`src/rtl/spi_mem_pkg.sv`:
```
// Shared types for the spi_mem arbiter slice.
// Requester ids and the per-requester memory command bundle.
package spi_mem_pkg;

  localparam int ADDR_W = 4;
  localparam int DATA_W = 8;

  typedef enum logic {
    REQ_A = 1'b0,
    REQ_B = 1'b1
  } req_id_t;

  typedef struct packed {
    logic              we;
    logic [ADDR_W-1:0] addr;
    logic [DATA_W-1:0] wdata;
  } mem_req_t;

endpackage

```
`src/rtl/spi_mem_rr_pick.sv`:
```
// Combinational 2-way round-robin pick with a bounded lock hold.
// Produces a one-hot (or zero) grant vector.
module spi_mem_rr_pick
  import spi_mem_pkg::*;
(
  input  logic [1:0] req,
  input  req_id_t    last,
  input  logic       owner_lock,
  input  logic       burst_at_max,
  output logic [1:0] gnt
);

  logic [1:0] w_last_oh;
  logic       w_own_req;
  logic       w_oth_req;

  assign w_last_oh = (last == REQ_A) ? 2'b01 : 2'b10;
  assign w_own_req = |(req & w_last_oh);
  assign w_oth_req = |(req & ~w_last_oh);

  // A locked owner keeps the bus until its hold budget runs out
  // against a waiting peer.
  always_comb begin
    gnt = 2'b00;
    if (owner_lock && w_own_req &&
        (!burst_at_max || !w_oth_req)) begin
      gnt = w_last_oh;
    end else if (req == 2'b01 || req == 2'b10) begin
      gnt = req;
    end else if (req == 2'b11) begin
      gnt = ~w_last_oh;
    end
  end

endmodule

```
`src/rtl/spi_mem_arb.sv`:
```
// Two-requester arbiter/sequencer for the 16x8 SPI register memory.
// Grants one access per cycle and routes read data back one cycle later.
module spi_mem_arb
  import spi_mem_pkg::*;
#(
  parameter int MAX_BURST = 4
) (
  input  logic              clk,
  input  logic              rst,
  input  logic              a_req,
  input  logic              a_lock,
  input  logic              a_we,
  input  logic [ADDR_W-1:0] a_addr,
  input  logic [DATA_W-1:0] a_wdata,
  output logic              a_gnt,
  output logic              a_rvalid,
  output logic [DATA_W-1:0] a_rdata,
  input  logic              b_req,
  input  logic              b_lock,
  input  logic              b_we,
  input  logic [ADDR_W-1:0] b_addr,
  input  logic [DATA_W-1:0] b_wdata,
  output logic              b_gnt,
  output logic              b_rvalid,
  output logic [DATA_W-1:0] b_rdata,
  output logic              mem_write,
  output logic              mem_read,
  output logic [ADDR_W-1:0] mem_address,
  output logic [DATA_W-1:0] mem_data_in,
  input  logic [DATA_W-1:0] mem_data_out
);

  localparam int CNT_W = $clog2(MAX_BURST + 1);
  localparam logic [CNT_W-1:0] MAX_CNT = CNT_W'(MAX_BURST);

  req_id_t          r_last;
  logic             r_lock;
  logic [CNT_W-1:0] r_cnt;
  logic             r_tag_v;
  req_id_t          r_tag_id;

  logic [1:0] w_pick;
  logic [1:0] w_gnt;
  logic       w_xfer;
  req_id_t    w_id;
  logic       w_sel_lock;
  mem_req_t   w_a;
  mem_req_t   w_b;
  mem_req_t   w_sel;

  assign w_a = '{we: a_we, addr: a_addr, wdata: a_wdata};
  assign w_b = '{we: b_we, addr: b_addr, wdata: b_wdata};

  spi_mem_rr_pick u_pick (
    .req          ({b_req, a_req}),
    .last         (r_last),
    .owner_lock   (r_lock),
    .burst_at_max (r_cnt >= MAX_CNT),
    .gnt          (w_pick)
  );

  assign w_gnt  = rst ? 2'b00 : w_pick;
  assign w_xfer = |w_gnt;
  assign w_id   = w_gnt[1] ? REQ_B : REQ_A;

  assign a_gnt = w_gnt[0];
  assign b_gnt = w_gnt[1];

  always_comb begin
    w_sel      = '0;
    w_sel_lock = 1'b0;
    if (w_gnt[0]) begin
      w_sel      = w_a;
      w_sel_lock = a_lock;
    end else if (w_gnt[1]) begin
      w_sel      = w_b;
      w_sel_lock = b_lock;
    end
  end

  assign mem_write   = w_xfer & w_sel.we;
  assign mem_read    = w_xfer & ~w_sel.we;
  assign mem_address = w_sel.addr;
  assign mem_data_in = w_sel.wdata;

  always_ff @(posedge clk) begin
    if (rst) begin
      r_last   <= REQ_B;
      r_lock   <= 1'b0;
      r_cnt    <= '0;
      r_tag_v  <= 1'b0;
      r_tag_id <= REQ_A;
    end else begin
      r_tag_v  <= w_xfer & ~w_sel.we;
      r_tag_id <= w_id;
      if (w_xfer) begin
        r_last <= w_id;
        r_lock <= w_sel_lock;
        // Count continues only across a locked beat by the same owner.
        if (r_lock && (w_id == r_last)) begin
          if (r_cnt < MAX_CNT) r_cnt <= r_cnt + CNT_W'(1);
        end else begin
          r_cnt <= CNT_W'(1);
        end
      end else begin
        r_lock <= 1'b0;
        r_cnt  <= '0;
      end
    end
  end

  assign a_rvalid = r_tag_v & ~rst & (r_tag_id == REQ_A);
  assign b_rvalid = r_tag_v & ~rst & (r_tag_id == REQ_B);
  assign a_rdata  = a_rvalid ? mem_data_out : '0;
  assign b_rdata  = b_rvalid ? mem_data_out : '0;

endmodule

```
`config.mk`:
```
export PLATFORM = sky130hd
export DESIGN_NAME = spi_mem_arb
export DESIGN_NICKNAME = d
export VERILOG_FILES = /design/src/rtl/spi_mem_pkg.sv /design/src/rtl/spi_mem_rr_pick.sv /design/src/rtl/spi_mem_arb.sv
export SDC_FILE = /design/constraint.sdc
export NUM_CORES = 1
export LEC_CHECK = 0
export ABC_AREA = 0
export BUFFER_PORTS_ARGS = -buffer_cell sky130_fd_sc_hd__buf_2
export CAP_MARGIN = 15
export CORE_UTILIZATION = 35
export DETAILED_ROUTE_END_ITERATION = 6
export PLACE_DENSITY = 0.69
export SETUP_SLACK_MARGIN = 0.4
export SYNTH_ARGS = -nofsm -noshare
export SYNTH_HDL_FRONTEND = slang
export SYNTH_SLANG_ARGS = --single-unit
```
`constraint.sdc`:
```
create_clock -name clk -period 3.45 [get_ports clk]
set_clock_uncertainty 0.05 [all_clocks]
set_input_delay 0.5175 -clock clk [delete_from_list [all_inputs] [get_ports clk]]
set_output_delay 0.5175 -clock clk [all_outputs]
set_load 0.1 [all_outputs]
```
**After elaboration in Yosys (flattened, before gate mapping)**

Cells that the tools add are included.
W data, S select, Z words.

- Add/subtract/negate cells: 1
- Order comparisons: 2
- Equality and inequality tests: 5
- Multiplexer cells: 14
- Bitwise gates (word level): 13
- Reduce and logical (&&, ||, !) cells: 12

Operator list:

| operator | count |
|---|---|
| $mux W13 | 2 |
| $mux W8 | 2 |
| $mux W2 | 5 |
| $reduce_or A2 Y1 | 4 |
| $and A1 B1 Y1 | 5 |
| $mux W1 | 5 |
| $not A1 Y1 | 5 |
| $and A2 B2 Y2 | 2 |
| $eq A2 B2 Y1 const B | 2 |
| $add A3 B1 Y3 const B | 1 |
| $ge A3 B3 Y1 const B | 1 |
| $logic_and A1 B1 Y1 | 3 |
| $lt A3 B3 Y1 const B | 1 |
| $reduce_or A3 Y1 | 1 |
| $eq A2 B1 Y1 const B | 1 |
| $logic_not A1 Y1 | 2 |
| $logic_or A1 B1 Y1 | 2 |
| $ne A2 B1 Y1 const B | 1 |
| $not A2 Y2 | 1 |
| $eq A1 B1 Y1 | 1 |

- Register bits: 7
- Input port bits: 40
- Output and inout port bits: 34
- Logic and storage cells: 53

**Logic depth before layout (Yosys ltp)**

Gate-level depths: netlist of run 1.

- Depth in word-level cells: 14
- Mapped depth: 6
- Gate-level depth less buffers: 5

**Modules after synthesis**

A second synthesis of run 1 with hierarchy kept.

- Cells, all modules: 99
- Area total of the unflattened synthesis: 732.0 sq um

By module, submodules not included:

| module | instances | cells an instance | area each (sq um) | sequential area each (sq um) |
|---|---|---|---|---|
| spi_mem_arb | 1 | 87 | 638.1 | 140.1 |
| spi_mem_rr_pick | 1 | 12 | 93.8 | 0.0 |

**Least setup slack after synthesis of run 1**

OpenSTA, ideal clock, no wires.

- Path kind: input port to output port
- Start: in rst
- End: out a_rdata[0]
- Arrival: 4158 ps
- Data required time: 2882 ps
- Setup slack: -1275 ps
- Stages on the path: 3
- Buffers on the path: 1
- Cells stage by stage: clkbuf_1 > nor3b_1 > and2_1

- Longest elaborated chain between the ends: 4

Ends and longest elaborated chain:

| item | RTL line | source |
|---|---|---|
| start, declared | spi_mem_arb.sv:9 | `input logic rst,` |
| $not A1 Y1 | spi_mem_arb.sv:112 | `assign a_rvalid = r_tag_v & ~rst & (r_tag_id == REQ_A);` |
| $and A1 B1 Y1 (2 in series) | spi_mem_arb.sv:112 |  |
| net a_rvalid | spi_mem_arb.sv:16 | `output logic a_rvalid,` |
| $mux W8 | spi_mem_arb.sv:114 | `assign a_rdata = a_rvalid ? mem_data_out : '0;` |
| end, declared | spi_mem_arb.sv:17 | `output logic [DATA_W-1:0] a_rdata,` |

The timed path passes the listed nets, and every way through them passes these cells.

**Worst setup path after layout of run 1**

- Start: in a_req
- End: out mem_read

- Longest elaborated chain between the ends: 11
- Elaborated cells between the ends (all ways): 21
- Classes of those cells: 3 x eq/ne; 6 x mux; 4 x bitwise; 8 x reduce/logical

Ends and longest elaborated chain:

| item | RTL line | source |
|---|---|---|
| start, declared | spi_mem_arb.sv:10 | `input logic a_req,` |
| $and A2 B2 Y2 | spi_mem_rr_pick.sv:19 | `assign w_oth_req = \|(req & ~w_last_oh);` |
| $reduce_or A2 Y1 | spi_mem_rr_pick.sv:19 |  |
| $logic_not A1 Y1 | spi_mem_rr_pick.sv:26 | `(!burst_at_max \|\| !w_oth_req)) begin` |
| $logic_or A1 B1 Y1 | spi_mem_rr_pick.sv:26 |  |
| $logic_and A1 B1 Y1 | spi_mem_rr_pick.sv:25 | `if (owner_lock && w_own_req &&` |
| $mux W2 (*) | spi_mem_rr_pick.sv:25 |  |
| $mux W2 (*) | spi_mem_arb.sv:62 | `assign w_gnt = rst ? 2'b00 : w_pick;` |
| $mux W13 | spi_mem_arb.sv:75 | `end else if (w_gnt[1]) begin` |
| $mux W13 | spi_mem_arb.sv:72 | `if (w_gnt[0]) begin` |
| $not A1 Y1 | spi_mem_arb.sv:82 | `assign mem_read = w_xfer & ~w_sel.we;` |
| $and A1 B1 Y1 (*) | spi_mem_arb.sv:82 |  |
| end, declared | spi_mem_arb.sv:27 | `output logic mem_read,` |

Mark *: on every way between the ends. The rest lies on a longest branch, timed or not.

==> results of run 1 <==
worst min-delay path, cell delays in order:
cell,delay [ns]
buf_2,0.10
inv_1,0.04
a221oi_1,0.07
kinds of logic after synthesis:
| logic type | synth area share [%] |
|---|---|
| flip-flops | 12.6 |
| AND/OR/NAND/NOR | 22.2 |
| multiplexers | 4.51 |
| adder cells (fa/ha/maj) | 3.38 |
| XOR/XNOR | 0.789 |
| buffers and inverters | 16.9 |
| AO/OA/AOI/OAI | 39.6 |
path summary, 6_finish.rpt:
check / slack, ns / start / to / cells after the start
worst max-delay path: 0.52 / a_req / mem_read / 8
worst min-delay path: 0.47 / a_lock / r_lock$_SDFF_PP0_ / 3
worst max register to register: 1.45 / r_last$_SDFFE_PP1N_ / r_tag_v$_SDFF_PP0_ / 5
worst min register to register: 0.48 / r_cnt[1]$_SDFFE_PP0N_ / r_cnt[1]$_SDFFE_PP0N_ / 2
placed cells by master, fill, tap and decap left out, types with 2 or more instances in the layout:
master    instances
buf_12           14
nand2_1          10
inv_1            32
a21oi_1          32
clkbuf_4          3
o22ai_1           2
and2_2            7
a221oi_1          2
buf_2            59
and2_1            9
mux2_4            2
ha_1              2
a21oi_4           2
buf_4            15
dfxtp_1           7
a221oi_4         14
mux2i_1           2
nor2_1           19
metrics by stage:
| step | cells | worst slack [ns] | instance area, um2 |
|---|---|---|---|
| detailed placement | 282 | 0.405 | 1990 |
| finish | 291 | 0.518 | 2050 |
| global placement | 282 | 0.417 | 1990 |
| CTS | 288 | 0.413 | 2030 |
| floorplan | 168 | 0.341 | 1370 |
| global route | 291 | 0.437 | 2050 |
per-layer routing:
metal | share of wire, % | routed length [um]
met5 | 0 | 0
met4 | 1.4 | 46
met3 | 5.9 | 197
met2 | 50 | 1650
met1 | 43 | 1430
repair_timing:
item	CTS	global route
setup buffers	2	3
pin swaps	1	1
endpoints found under the setup margin	1	14
final cells by class:
type                    count  area share (%)
flip-flops and latches      7            6.84
repair buffers             88            33.6
well taps                  44            2.69
multi-input cells         116            49.8
inverters                  32            5.86
clock buffers               4            1.28
power by group:
part | total [uW] | internal [uW] | switching, uW
combinational | 751 | 258 | 493
sequential | 97.3 | 90.0 | 7.30
clock | 75.7 | 44.2 | 31.5
total | 924 | 392 | 531
sequential cells by signal, summed over array words and instances, names as in the netlist:
name	flops
r_cnt	3
r_last	1
r_lock	1
r_tag_id	1
r_tag_v	1
==> metrics.cfg, run 1 <==
[setup_path]
critPathSlowestCell=or3b_1
path_buf_inv=3
cp-start-kind=input port
endpoint_kind=output pin
critical_path_class=in -> out
max_stage_delay_ns=0.43
path_cells=buf_2 > ha_4 > or3b_1 > a21oi_4 > buf_4 > a21oi_1 > a221oi_4 > buf_12
crit_required_ns=2.88
arrival_ns=2.36
worstPathMaxFanout=6
path_delay_family=compound AO/OA/AOI/OAI gates

[synthesis]
synth_async_sr_flop_share_pct=0
synth_ff_type=dfxtp_1
ys_seq_elements=7
synth.avg_cell_area_um2=6.61
synth.area.top_cells=a21oi_1 (15%), a221oi_2 (14%), dfxtp_1 (13%)
yosys.area.top_type=a21oi_1
synth_fp_nets=211
synth_common_cells=a21oi_1 (34), inv_1 (32), nor2_1 (19), and2_1 (16)
ys_seq_area_share_pct=12.6
synth_top_area_share_pct=15.3
yosysMostFrequentCell=a21oi_1
ys_warn_count=0
syn_inst=168
syn_area_mm2=0.00111
synth-edff-count=0
ys_types=27

[sta]
fmax_mhz=341
finalHoldViolCount=0
fin_crit_ns=2.93
whs_ns=0.474
fin_crit_sh_pct=85.0
maxSlewHeadroom_pct=67.7
setup_violations=0
slew_viol_final=0
timing.setup.tns_ns=0
worstMarginPinSlew_ns=0.488
rsz0062_at_grt=false

[finish]
utilization_pct=67.7
area_growth_pct=84.7
multiInputGateArea_mm2=0.00102
nFillCells=257
insertedDiodeCount=0
ff_latch_area_um2=140
fin_nets=291
drive_above_1_share_pct=48.6

[floorplanning]
dieHeight_um=58.3
rows=20
coreArea_mm2=0.00303
start_util_pct=36.7
dieArea_mm2=0.00340
fp.dieW_um=58.3
io_pins=74

[drt]
wl_per_cell_um=11.4
post_drt_via_cell_ratio=4.90
final_antenna_net_count=0
vias=1425
postRouteWirelength_mm=3.32
drc=0
drt_first_iter_violations=43
drt-pass1-iter-count=4

[grt]
grt_usage_pct=18.9
antenna_found_initial=0
grt_max_degree=25
grt_overflow=0
use_met2_pct=33.8
grt_use_met3_pct=1.98
grt_pass1_vias=1219
busiest_layer=met2
gr-usage-met1_pct=23.9
grt_pass1_wl_mm=5.18

[placed_design]
numPortBuffers=73
gp_congestion=0.815
dpl.hpwl_mm=2.67

[clock_network]
ctsHtreeMaxLevel=1
cts_made_buffers=3
cts_sinks=7
clock_latency_ns=0.26
clkTransAtPathRegs_ns=0.05
clockBufferDepth=2
cts_tree=yes
cts-root-buf=clkbuf_4
postCtsHoldBufs=0
ctsResizeCount=0

[status]
status=completed

[flow_run]
maxCapViolations=0

[power_and_ir_drop]
leakagePower_uw=0.00102
vdd_drop_max_v=0.000235
power.density_mw_per_mm2=451
fin_total_pwr_uw=924

[min_path]
hold_path_class=in -> reg

No activity file was read; power rests on OpenSTA's default activity.
==> run 2, diff against run 1 <==
ABC_AREA = 1   (was 0)
CORE_UTILIZATION = 33   (was 35)
PLACE_DENSITY = 0.76   (was 0.69)
clock period = 2.6 ns   (was 3.45 ns; I/O delays follow)
==> run 2 against run 1 <==
Worst setup slack got worse by 0.30 ns. Non-clock buffer count decreased by 2. Global-route usage increased by 7.9 points. Critical path depth increased by 2. Cell count decreased by 13%.
==> metrics.cfg, run 2 <==
[status]
status=completed  ; unchanged

[finish]
layout_common_cells=buf_2 (45), inv_1 (21), nand2_2 (19)  ; was buf_2 (59), inv_1 (32), a21oi_1 (32)
postLayoutCellArea_mm2=0.00201  ; was 0.00205 mm2
regMostFlops=r_cnt  ; unchanged
largest_register_ffs=3  ; unchanged
finalNonFillerCells=252  ; was 291
fin_nets=268  ; was 291
area_growth_pct=156  ; was 84.7%
final_common_cell=buf_2  ; unchanged
drive_above_1_share_pct=75.0  ; was 48.6%
nFillCells=84  ; was 257
insertedDiodeCount=0  ; unchanged

[setup_path]
endpoint_kind=output pin  ; unchanged
cp-start-kind=flip-flop  ; was input port
arrival_ns=1.94  ; was 2.36 ns
critical_path_class=reg -> out  ; was in -> out
worstPathMaxFanout=7  ; was 6
crit_required_ns=2.16  ; was 2.88 ns

[sta]
finalHoldViolCount=0  ; unchanged
fin_ws_ns=0.219  ; was 0.518 ns
fin_crit_ns=2.38
rsz0062_at_grt=true  ; was false
fin_crit_sh_pct=91.6
setup_violations=0  ; unchanged
worstMarginPinSlew_ns=0.690  ; was 0.488 ns
slew_viol_final=0  ; unchanged
maxSlewHeadroom_pct=53.9  ; was 67.7%
fmax_mhz=420

[synthesis]
synth.avg_cell_area_um2=5.77  ; was 6.61 um2
yosys.area.top_type=nand2_1  ; was a21oi_1
synth_fp_nets=179  ; was 211
ys_seq_elements=7  ; unchanged
ys_types=23  ; was 27
ys_warn_count=0  ; unchanged
synth_ff_type=dfxtp_1  ; unchanged
synth-edff-count=0  ; unchanged
syn_inst=136  ; was 168
synth_top_area_share_pct=18.2  ; was 15.3%
synth_async_sr_flop_share_pct=0  ; unchanged
syn_area_um2=785  ; was 0.00111 mm2
yosysMostFrequentCell=nand2_1  ; was a21oi_1
synth_common_cells=nand2_1 (38), inv_1 (23), nor2_1 (21), nand3_1 (17), dfxtp_1 (7)  ; was a21oi_1 (34), inv_1 (32), nor2_1 (19), and2_1 (16)
ys_seq_area_share_pct=17.9  ; was 12.6%
synth.area.top_cells=nand2_1 (18%), dfxtp_1 (18%), inv_1 (11%)  ; was a21oi_1 (15%), a221oi_2 (14%), dfxtp_1 (13%)

[floorplanning]
fp.dieW_um=50.8  ; was 58.3 um
io_pins=74  ; unchanged
dieArea_mm2=0.00258  ; was 0.00340 mm2
coreArea_mm2=0.00223  ; was 0.00303 mm2
start_util_pct=35.1  ; was 36.7%
rows=17  ; was 20
dieHeight_um=50.8  ; was 58.3 um

[power_and_ir_drop]
seqPwrFrac_pct=12.0  ; was 10.5%
internal-power_uw=460  ; was 392 uW
power.density_mw_per_mm2=546  ; was 451 mW/mm2
p_sw_uw=637  ; was 531 uW
switching_share_pct=58.1  ; was 57.5%
leakagePower_uw=0.000983  ; was 0.00102 uW
clkPwrFrac_pct=9.8  ; was 8.2%
vdd_drop_max_v=0.000392  ; was 0.000235 V
pwr-share-comb_pct=78.2  ; was 81.3%

[drt]
drt_first_iter_violations=58  ; was 43
drc=0  ; unchanged
dr_wl_met2_mm=2.01  ; was 1.65 mm
highest_layer=met4  ; unchanged
final_antenna_net_count=0  ; unchanged
wl_per_cell_um=16.3  ; was 11.4 um
post_drt_via_cell_ratio=5.25  ; was 4.90
wl_met1_mm=1.32  ; was 1.43 mm
postRouteWirelength_mm=4.10  ; was 3.32 mm
drt-pass1-iter-count=4  ; unchanged
wl_met3_um=514  ; was 197 um
vias=1322  ; was 1425

[clock_network]
postCtsHoldBufs=0  ; unchanged
ctsHtreeMaxLevel=1  ; unchanged
cts_sinks=7  ; unchanged
clock_latency_ns=0.26  ; about the same
cts_made_buffers=3  ; unchanged
cts-root-buf=clkbuf_4  ; unchanged
clkTransAtPathRegs_ns=0.06  ; was 0.05 ns
cts_tree=yes  ; unchanged
clockBufferDepth=2  ; unchanged

[placed_design]
dpl.cell_count=234  ; was 282
dp_slack_ns=0.219  ; was 0.405 ns
placed_cell_area_mm2=0.00163  ; was 0.00199 mm2
gp_congestion=0.846  ; was 0.815
dpl.hpwl_mm=2.22  ; was 2.67 mm
numPortBuffers=73  ; unchanged

[grt]
grt_overflow=0  ; unchanged
grt_usage_pct=26.8  ; was 18.9%
grt_pass1_wl_mm=5.15  ; was 5.18 mm
grt_max_degree=9  ; was 25
antenna_found_initial=0  ; unchanged
grt_pass1_vias=1220  ; was 1219

[flow_run]
maxCapViolations=0  ; unchanged

[min_path]
hold_path_class=in -> reg  ; unchanged

-- run 2: changes by cell type in the layout (fill, tap and decap cells not counted), sizes merged, moves of 3 or more --
cell / delta
a21oi: -34
nand2: +33
nand3: +19
a221oi: -16
and2: -15
buf: -12
clkbuf: +10
inv: -5
nor2: +3
-- run 2: final cells by class --
cell class | instances | area [um2] | share of cell area [%]
sequential | 7 | 144 | 7.17
timing repair buffer | 86 | 781 | 38.9
multi-input combinational | 100 | 893 | 44.5
inverter | 26 | 120 | 5.98
timing repair inverter | 1 | 8.76 | 0.436
tap | 28 | 35.0 | 1.74
clock buffer | 4 | 26.3 | 1.31
-- run 2: metal layers --
layer  GRT usage, %  up-vias
met5              0        -
li1               -      594
met3           5.15       28
met1           28.0      564
met2           49.6      136
met4           14.4        0
-- run 2: worst paths after layout --
check	from	end	slack [ns]	cells past startpoint
hold / removal	a_lock	r_lock$_SDFF_PP0_	0.30	3
hold reg to reg	r_cnt[2]$_SDFFE_PP0N_	r_cnt[2]$_SDFFE_PP0N_	0.52	2
setup reg to reg	r_last$_SDFFE_PP1N_	r_lock$_SDFF_PP0_	0.87	11
setup / recovery	r_last$_SDFFE_PP1N_	mem_data_in[6]	0.22	10
-- run 2: critical path, stage by stage, from the launching register on --
cell and delay, ns:
dfxtp_4 0.40, inv_4 0.06, nand2_1 0.09, nand3_2 0.11, nand2_2 0.14, nand2_2 0.09
nand3_4 0.19, buf_6 0.18, nand3_2 0.13, nand2_4 0.11, buf_12 0.17
-- run 2: cell families after synthesis --
family | Yosys count | synth area share [%]
simple gates | 90 | 53.3
xor+xnor | 1 | 1.12
fa+ha+maj | 3 | 4.79
flops | 7 | 17.9
buf+inv | 29 | 18.2
compound gates | 6 | 4.78
-- run 2: stage by stage --
| step | utilization, % | setup TNS [ns] | total power [uW] | hold WS [ns] |
|---|---|---|---|---|
| after floorplan | - | -3.63 | 652 | 0.450 |
| after global placement | 73.1 | 0 | 845 | 0.496 |
| after detailed placement | 73.1 | 0 | 857 | 0.501 |
| after CTS | 84.8 | 0 | 1040 | 0.277 |
| after global routing | 89.9 | 0 | 1130 | 0.326 |
| final | 89.9 | 0 | 1100 | 0.299 |
-- run 2: power by group through the flow --
stage,combinational (uW),sequential (uW),clock [uW]
6_report,858,131,107
4_1_cts,804,130,104
5_1_grt,883,133,116
3_3_place_gp,714,131,0
2_1_floorplan,523,129,0
3_5_place_dp,725,132,0
-- run 2: timing repair --
item | in CTS | in global routing
gates cloned | 1 | 0
endpoints found under the setup margin | 14 | 26
pin swaps | 12 | 9
resized for setup | 40 | 26
setup buffers | 10 | 3
==> run 3, diff against run 2 <==
CORE_ASPECT_RATIO = 0.7   (was not set)
RECOVER_POWER = 100   (was not set)
==> run 3 against run 2 <==
Register-to-register slack worse by 0.21 ns. Critical path depth fell by 1. Clock-buffer cell count stayed put. Flip-flop and latch count unchanged. Highest routed layer unchanged. Via count grew 9.8%. Critical endpoint is now mem_write. Critical path type unchanged.
==> metrics.cfg, run 3 (synthesis results as in run 2) <==
[grt]
grt_pass1_wl_mm=5.67  ; was 5.15 mm
grt_usage_pct=30.2  ; was 26.8%
grt_pass1_vias=1238  ; was 1220
grt_max_degree=9  ; unchanged
antenna_found_initial=0  ; unchanged
grt_overflow=0  ; unchanged

[drt]
drc=0  ; unchanged
post_drt_via_cell_ratio=5.63  ; was 5.25
drt_first_iter_violations=52  ; was 58
wl_per_cell_um=19.5  ; was 16.3 um
drt-pass1-iter-count=6  ; was 4
postRouteWirelength_mm=5.02  ; was 4.10 mm
final_antenna_net_count=0  ; unchanged
vias=1452  ; was 1322

[power_and_ir_drop]
power.density_mw_per_mm2=545  ; was 546 mW/mm2
leakagePower_uw=0.00100  ; was 0.000983 uW
vdd_drop_max_v=0.000389  ; was 0.000392 V

[floorplanning]
fp.dieW_um=60.3  ; was 50.8 um
coreArea_mm2=0.00219  ; was 0.00223 mm2
dieArea_mm2=0.00258  ; about the same
start_util_pct=35.8  ; was 35.1%
dieHeight_um=42.8  ; was 50.8 um
rows=14  ; was 17
io_pins=74  ; unchanged

[min_path]
hold_start=a_lock  ; unchanged
min_to=r_lock$_SDFF_PP0_  ; unchanged
hold_path_class=in -> reg  ; unchanged
hold-path-cell-count=3  ; unchanged

[placed_design]
dp_slack_ns=0.227  ; was 0.219 ns
dpl.cell_count=238  ; was 234
placed_cell_area_mm2=0.00164  ; was 0.00163 mm2
dpl.hpwl_mm=2.34  ; was 2.22 mm
numPortBuffers=73  ; unchanged
gp_congestion=0.866  ; was 0.846

[finish]
finalNonFillerCells=258  ; was 252
layout_common_cells=buf_2 (46), inv_1 (21), nand2_1 (19)  ; was buf_2 (45), inv_1 (21), nand2_2 (19)
multiInputGateArea_um2=936  ; was 893 um2
regMostFlops=r_cnt  ; unchanged
fin_nets=270  ; was 268
ff_latch_area_um2=144  ; unchanged
postLayoutCellArea_mm2=0.00205  ; was 0.00201 mm2
nFillCells=72  ; was 84
insertedDiodeCount=0  ; unchanged
largest_register_ffs=3  ; unchanged
drive_above_1_share_pct=71.7  ; was 75.0%
area_growth_pct=162  ; was 156%
final_common_cell=buf_2  ; unchanged

[sta]
finalHoldViolCount=0  ; unchanged
fin_ws_ns=0.126  ; was 0.219 ns
maxSlewHeadroom_pct=22.1  ; was 53.9%
fmax_mhz=404  ; was 420 MHz
rsz0062_at_grt=true  ; unchanged
whs_ns=0.287  ; was 0.299 ns
timing.setup.tns_ns=0  ; unchanged
fin_crit_sh_pct=95.2  ; was 91.6%
slew_viol_final=0  ; unchanged
worstMarginPinSlew_ns=1.17  ; was 0.690 ns
setup_violations=0  ; unchanged
fin_crit_ns=2.47  ; was 2.38 ns

[clock_network]
cts-root-buf=clkbuf_4  ; unchanged
cts_tree=yes  ; unchanged
clock_latency_ns=0.27  ; was 0.26 ns
cts_sinks=7  ; unchanged
cts_made_buffers=3  ; unchanged
clockBufferDepth=2  ; unchanged
clkTransAtPathRegs_ns=0.06  ; about the same
ctsHtreeMaxLevel=1  ; unchanged

[setup_path]
endpoint_kind=output pin  ; unchanged
worstReg2RegEnd=r_cnt[2]$_SDFFE_PP0N_  ; was r_lock$_SDFF_PP0_
crit_required_ns=2.16  ; about the same
worstPathMaxFanout=7  ; unchanged
reg2reg_depth=10  ; was 11
arrival_ns=2.03  ; was 1.94 ns
timing.reg2reg.setup_slack_ns=0.66  ; was 0.87 ns
critical_path_class=reg -> out  ; unchanged
cp-start-kind=flip-flop  ; unchanged
r2r-start=r_last$_SDFFE_PP1N_  ; unchanged
crit_path_start=r_last$_SDFFE_PP1N_  ; unchanged

[status]
status=completed  ; unchanged

[flow_run]
maxCapViolations=0  ; unchanged

## run 3: final cells by class
class                           instances  area share (%)
Multi-Input combinational cell        100            45.6
Timing Repair Buffer                   87            37.3
Sequential cell                         7            7.01
Inverter                               26            5.98
Tap cell                               32            1.95
Clock buffer                            4            1.28
Timing Repair inverter                  2           0.854
## run 3: stage by stage
stage | util, % | power [uW]
finish | 93.7 | 1120
global route | 93.7 | 1150
CTS | 87.6 | 1040
global placement | 74.8 | 846
floorplan | - | 652
detailed placement | 74.8 | 860
## run 3: layer usage
| layer | global-route usage, % | part of all wire, % |
|---|---|---|
| met1 | 32.0 | 33 |
| met2 | 56.0 | 47 |
| met3 | 6.40 | 9.5 |
| met4 | 13.0 | 10 |
| met5 | 0 | 0 |
## run 3: what timing repair did
action                     CTS  global route
pin swaps                   14             9
hold buffers                 0             0
setup endpoints to repair   15            23
gates resized for setup     44            26
buffers inserted            10             4
cloned                       2             0
## run 3: power breakdown
group,switching [uW],internal [uW]
clock,50.6,59.2
combinational,595,278
sequential,15.2,120
## run 3: worst max-delay path: stages (launching register included)
cell     delay (ns)
dfxtp_4        0.39
inv_6          0.09
nand2_1        0.09
a21oi_4        0.19
inv_2          0.06
nand2_1        0.18
nand4_1        0.24
nand2_2        0.18
and2_4         0.17
buf_12         0.16
## run 3: how the worst max path moves through the flow
stage / end / slack [ns] / cells past startpoint
after global placement: mem_write / 0.28 / 11
after CTS: mem_read / 0.39 / 10
after detailed placement: mem_write / 0.23 / 11
final: mem_write / 0.13 / 9
after floorplan: b_rdata[0] / -0.23 / 3
after global routing: mem_write / 0.04 / 9
